$ cat config.mk
export PLATFORM = sky130hd
export DESIGN_NAME = seq_divider
export DESIGN_NICKNAME = d
export VERILOG_FILES = /design/src/rtl/seq_divider.sv
export SDC_FILE = /design/constraint.sdc
export NUM_CORES = 1
export LEC_CHECK = 0
export ABC_AREA = 1
export BUFFER_PORTS_ARGS = -buffer_cell sky130_fd_sc_hd__buf_2
export CORE_ASPECT_RATIO = 1.1
export CORE_MARGIN = 1.5
export CORE_UTILIZATION = 40
export CTS_CLUSTER_SIZE = 16
export DETAILED_ROUTE_END_ITERATION = 16
export PLACE_DENSITY = 0.67
export SETUP_SLACK_MARGIN = 0.02
export SYNTH_ARGS = -nofsm -noshare
export SYNTH_HDL_FRONTEND = slang
export SYNTH_SLANG_ARGS = --single-unit
$ cat constraint.sdc
create_clock -name clk -period 2.4 [get_ports clk]
set_clock_uncertainty 0.15 [all_clocks]
set_input_delay 0.12 -clock clk [delete_from_list [all_inputs] [get_ports clk]]
set_output_delay 0.12 -clock clk [all_outputs]
set_load 0.005 [all_outputs]
$ cat src/rtl/seq_divider.sv
// seq_divider: sequential restoring divider that produces one quotient bit
// per clock. It sits beside the shift-add sequential multiplier and uses the
// same start/done handshake toward the control FSM.
//
// Divide-by-zero skips the iteration loop entirely. It returns an all-ones
// quotient, the low bits of the dividend as the remainder, and raises
// div_by_zero.
//
// state | meaning
// ------+----------------------------------------------
// IDLE  | waiting for start; operands are latched here
// RUN   | iterating, one quotient bit per clock
// DONE  | results valid; done pulses for one cycle
//
// Ports:
//   clk         rising-edge clock
//   reset       synchronous, active-high reset
//   start       one-cycle request, sampled only in IDLE
//   dividend    unsigned dividend, sampled with start
//   divisor     unsigned divisor, sampled with start
//   quotient    registered quotient
//   remainder   registered remainder
//   busy        high while iterating
//   done        one-cycle pulse when the results update
//   div_by_zero registered flag for the last operation

module seq_divider #(
    parameter int DVD_W = 16,
    parameter int DVS_W = 8
) (
    input  logic             clk,
    input  logic             reset,
    input  logic             start,
    input  logic [DVD_W-1:0] dividend,
    input  logic [DVS_W-1:0] divisor,
    output logic [DVD_W-1:0] quotient,
    output logic [DVS_W-1:0] remainder,
    output logic             busy,
    output logic             done,
    output logic             div_by_zero
);

    localparam int               CNT_W     = $clog2(DVD_W) + 1;
    localparam logic [CNT_W-1:0] LAST_ITER = CNT_W'(DVD_W - 1);

    typedef enum logic [1:0] {
        IDLE = 2'd0,
        RUN  = 2'd1,
        DONE = 2'd2
    } state_t;

    state_t state, state_nxt;

    logic [DVD_W-1:0] q_sr;
    logic [DVS_W-1:0] d_reg;
    logic [DVS_W:0]   r_reg;
    logic [CNT_W-1:0] cnt;

    logic [DVS_W:0]   trial;
    logic             trial_ge;
    logic [DVS_W:0]   r_nxt;
    logic [DVD_W-1:0] q_nxt;
    logic             last_iter;

    // Trial subtraction is one bit wider than the divisor, so the shifted-in
    // partial remainder never overflows. After each step r_reg < d_reg holds.
    always_comb begin
        trial    = {r_reg[DVS_W-1:0], q_sr[DVD_W-1]};
        trial_ge = (trial >= {1'b0, d_reg});
        r_nxt    = trial_ge ? (trial - {1'b0, d_reg}) : trial;
        q_nxt    = {q_sr[DVD_W-2:0], trial_ge};
    end

    assign last_iter = (cnt == LAST_ITER);

    always_ff @(posedge clk) begin
        if (reset) begin
            state <= IDLE;
        end else begin
            state <= state_nxt;
        end
    end

    always_comb begin
        state_nxt = state;
        case (state)
            IDLE: begin
                if (start) begin
                    state_nxt = (divisor == '0) ? DONE : RUN;
                end
            end
            RUN: begin
                if (last_iter) begin
                    state_nxt = DONE;
                end
            end
            DONE:    state_nxt = IDLE;
            default: state_nxt = IDLE;
        endcase
    end

    always_ff @(posedge clk) begin
        if (reset) begin
            q_sr        <= '0;
            d_reg       <= '0;
            r_reg       <= '0;
            cnt         <= '0;
            quotient    <= '0;
            remainder   <= '0;
            div_by_zero <= 1'b0;
        end else begin
            case (state)
                IDLE: begin
                    if (start) begin
                        if (divisor == '0) begin
                            quotient    <= '1;
                            remainder   <= dividend[DVS_W-1:0];
                            div_by_zero <= 1'b1;
                        end else begin
                            q_sr  <= dividend;
                            d_reg <= divisor;
                            r_reg <= '0;
                            cnt   <= '0;
                        end
                    end
                end
                RUN: begin
                    q_sr  <= q_nxt;
                    r_reg <= r_nxt;
                    cnt   <= cnt + 1'b1;
                    // Publish directly from the last iteration so the results
                    // are valid in the same cycle that done is high.
                    if (last_iter) begin
                        quotient    <= q_nxt;
                        remainder   <= r_nxt[DVS_W-1:0];
                        div_by_zero <= 1'b0;
                    end
                end
                default: ;
            endcase
        end
    end

    assign busy = (state == RUN);
    assign done = (state == DONE);

endmodule
Word level (Yosys, flattened, before mapping)
Index checks and enable logic that the tools add are counted.

Memory bits (writable): 0. Memories: 0. Bits in latches: 0. ROM bits: 0. Word-level logic and storage cells: 52. Output and inout port bits: 27. Flip-flop bits (word level): 64.

Shift operators: 0. $add $sub $neg: 2. Reduce and logical (&&, ||, !) cells: 7. Bitwise operators: 1. Muxes and demuxes: 26. Div/mod/pow operators: 0. Equal/unequal tests: 7. Order comparisons: 1. Multiply operators: 0.

Operators with widths (count): two-way mux 16 bit (5); one-hot mux 16 bit (2 select lines) (2); two-way mux 8 bit (6); one-hot mux 8 bit (2 select lines) (2); two-way mux 5 bit (2); one-hot mux 5 bit (2 select lines) (1); >= comparator 9 x 8 -> 1 bit (1); zero test 8 bit (1); subtractor 8 bit (1); two-way mux 2 bit (3); != test 2 bit, second input constant (3); AND reduction 3 bit (2); adder 5 x 1 -> 5 bit, second input constant (1); == test 5 x 4 -> 1 bit, second input constant (1); one-hot mux 2 bit (2 select lines) (1); AND reduction 4 bit (1); two-way mux 1 bit (3); == test 2 x 1 -> 1 bit, second input constant (1); == test 2 bit, second input constant (1); zero test 2 bit (1); != test 2 x 1 -> 1 bit, second input constant (1); one-hot mux 1 bit (2 select lines) (1); AND reduction 2 bit (1); nonzero test 2 bit (1); NOT 1 bit (1).

Depth between registers and ports, before layout
Depth after elaboration: 4. Depth in mapped cells: 13. Mapped depth without buffers: 13.

Worst setup path after synthesis
OpenSTA, ideal clock, no wires.

Path kind: reg2reg. From: register cnt[0]. To: register quotient[0]. Data required time: 2.132 ns. Setup slack: 0.643 ns. Data arrival time: 1.489 ns. Buffers on the path: 1. Library setup time: 0.118 ns. Cell stages (with the launch flop): 11. Clock period less this slack: 1.757 ns. Path through: dfxtp_1 -> ha_1 -> inv_1 -> nor3_1 -> ha_1 -> nor2_1 -> nor2_2 -> nand2_4 -> buf_2 -> nor3_1 -> nor2_1.

Longest elaborated chain between the ends: 3.

Ends and longest elaborated chain: from (decl) (line 57) `logic [CNT_W-1:0] cnt;`; from (signal assigned) (line 130) `cnt <= cnt + 1'b1;`; == test 5 x 4 -> 1 bit (line 74) `assign last_iter = (cnt == LAST_ITER);`; != test 2 x 1 -> 1 bit (no source line); AND reduction 4 bit (no source line); to (signal assigned) (line 134) `quotient <= q_nxt;`; to (decl) (line 36) `output logic [DVD_W-1:0] quotient,`.

Every way passes these cells. A chain may end at the register's enable or synchronous reset.

Worst setup path after layout
From: register cnt[0]. To: register quotient[3].

Same word-level chain as after synthesis.

==> out/qor.yml <==
power_and_ir_drop:
  total_power_uw: 3380
  p_switching_uw: 1140
  intPower_uw: 2240
  p_leak_uw: 0.00211
  seqPwrFrac_pct: 37.5
  ir_drop_uv: 278
  swShare_pct: 33.8
  combPwrFrac_pct: 28.3
  power_density_nw_per_um2: 854
  clkPwrFrac_pct: 34.3
cells_and_area:
  diodes: 0
  syn2layout_area_growth_pct: 20.0
  final_cells: 653
  design_area_um2: 3960
  reg_top3: "q_sr: 16 flops, quotient: 16 flops"
  nets: 578
  layout-drive-gt1-share_pct: 16.0
  nFillCells: 832
run:
  maxCapViolCount: 0
critical_path:
  arrival_ns: 2.23
  required_ns: 2.52
  critical_path.startpoint_type: "register"
  rr_endpoint: "quotient[3]"
  crit_fanout: 33
  reg2reg_slack_ns: 0.29
  rr_worst_depth: 10
  r2r-start: "cnt[0]"
  end_kind: "register"
  path_class: "register to register"
route:
  wl_mm: 7.87
  first_pass_iters: 4
  antenna_left: 0
  post_drt_wl_per_cell_um: 12.1
  drtIter0Drc: 174
  num_vias: 3142
  vias_per_cell: 4.81
  drcViolationCount: 0
sta:
  max-slew-margin-rel_pct: 39.2
  fin_tns_setup_ns: 0
  tightest_slew_ns: 0.909
  setup-violations-final: 0
  rsz0062_at_grt: "false"
  setup_ws_ns: 0.293
  slew_viol_final: 0
  period_minus_slack_ns: 2.11
  hold_viol: 0
  fin_crit_sh_pct: 87.8
  fmax_mhz: 475
synth:
  synth_fp_nets: 522
  synth_area_per_cell_um2: 6.81
  ys_ff_latch: 64
  syn_inst: 484
  ys_seq_area_share_pct: 38.8
  syn-cell-area_um2: 3300
  yosysUniqueCellTypes: 31
  ys_warn_count: 0
clock_tree:
  cts_tree: "done"
  insertion_delay_ns: 0.35
  path_clk_slew_ns: 0.08
  post_cts_buffers: 0
  ctsResizeCount: 0
  h-tree-depth: 3
  numCtsBuffers: 9
  clk_root_buffer_cell: "clkbuf_8"
  cts_buffer_depth: 2
  clock-sinks: 64
grt:
  overflow: 0
  grt_pass1_wl_mm: 13.6
  antenna_found_initial: 0
  grt_max_degree: 34
  first_global_vias: 3060
  gr-usage-all-layers_pct: 19.8
placement:
  dpl.hpwl_mm: 5.49
  portBuffers: 53
  dp_cells: 628
  place_ws_ns: 0.275
  routabilityCongestion: 0.893
  place_area_um2: 3620
floorplanning:
  initial_core_util_pct: 41.5
  rows: 34
  ios: 54
  die_w_um: 89.6
  die_h_um: 98.2
  coreArea_um2: 7960
  fp.dieArea_um2: 8800
hold_path:
  worstHoldPathType: "primary input to register"
  worstHoldPathCells: 4
  min-delay-start: "dividend[12]"
  min_to: "q_sr[12]"
status:
  status: "finished clean"
[worst max path at each step]
stage,start,to,slack [ns],cells past startpoint
3_5_place_dp,cnt[0],quotient[3],0.27,10
2_1_floorplan,cnt[0],quotient[0],0.64,10
6_report,cnt[0],quotient[3],0.29,10
5_1_grt,cnt[0],remainder[5],0.06,12
4_1_cts,cnt[0],quotient[3],0.25,10
3_3_place_gp,cnt[0],quotient[3],0.32,10
[metrics by stage]
stage / hold slack [ns] / util [%]
floorplan: 0.117 / -
global placement: 0.218 / 45.5
detailed placement: 0.236 / 45.5
CTS: 0.00252 / 49.8
global route: 0.0145 / 49.8
finish: 0.00963 / 49.8
[metal layers]
layer | vias to the layer above | track usage, % | wire length [µm]
met5 | - | 0 | 0
met4 | 0 | 6.04 | 100
met3 | 8 | 5.75 | 367
met2 | 71 | 32.3 | 3810
met1 | 1412 | 24.9 | 3590
li1 | 1651 | - | -
[cell type report]
class	instances	area, µm²	area share, %
Multi-Input combinational cell	330	1630	41.2
Clock buffer	9	124	3.13
Timing Repair Buffer	66	398	10.1
Sequential cell	64	1280	32.4
Clock inverter	7	128	3.22
Tap cell	108	135	3.41
Inverter	69	262	6.61
[cell usage in the layout (no fill, tap or decap), drive strengths merged]
cell type    count
a31oi            1
clkbuf           9
nand3           35
bufinv           3
clkinv           2
o211a            7
or2              2
fa               1
nor3             2
nand4           13
xnor2            1
buf             57
o21a             1
inv             71
dfxtp           64
a21oi           31
dlygate4sd3      9
ha              10
nand2          101
o21ai           42
xor2             4
nor2            79
[cells in the mapped netlist (all sizes together)]
library cell / count / share of area [%]
nor2: 79 / 9.2
nand4: 13 / 2.8
o211a: 7 / 2.1
o21ai: 42 / 6.5
nand2: 101 / 12
xnor2: 1 / 0.27
buf: 17 / 3.3
nor3: 2 / 0.30
fa: 1 / 0.61
inv: 69 / 7.9
a31oi: 1 / 0.19
ha: 10 / 3.8
xor2: 4 / 1.1
o21a: 1 / 0.23
or2: 2 / 0.38
nand3: 35 / 5.5
dfxtp: 64 / 39
a21oi: 31 / 4.7
clkbuf: 4 / 0.46
[kinds of logic after synthesis]
| logic type | count (synthesis) | synth area share, % |
|---|---|---|
| xor+xnor | 5 | 1.33 |
| buf+inv | 90 | 11.7 |
| fa+ha+maj | 11 | 4.40 |
| compound gates | 82 | 13.7 |
| flops | 64 | 38.8 |
| simple gates | 232 | 30.0 |
[power groups by stage]
stage | Clock (µW) | Combinational [µW] | Sequential [µW]
final | 1160 | 956 | 1270
after global placement | 0 | 936 | 1290
after detailed placement | 0 | 944 | 1290
after CTS | 1180 | 960 | 1270
after global routing | 1240 | 1120 | 1280
after floorplan | 0 | 711 | 1280
[critical path: stages, from the launching register on]
cell and delay [ns]:
dfxtp_1 0.37, ha_1 0.16, inv_1 0.05, nor3_1 0.15
ha_1 0.18, nor2_1 0.06, nor2_2 0.15, nand2_4 0.17
inv_4 0.30, o21ai_0 0.15, a21oi_1 0.14
[timing repair]
item | 4_1_cts | 5_1_grt
hold buffers | 9 | 0
hold endpoints to repair | 9 | 0
endpoints found under the setup margin | 0 | 0
Power figures use the tool's default switching activity.
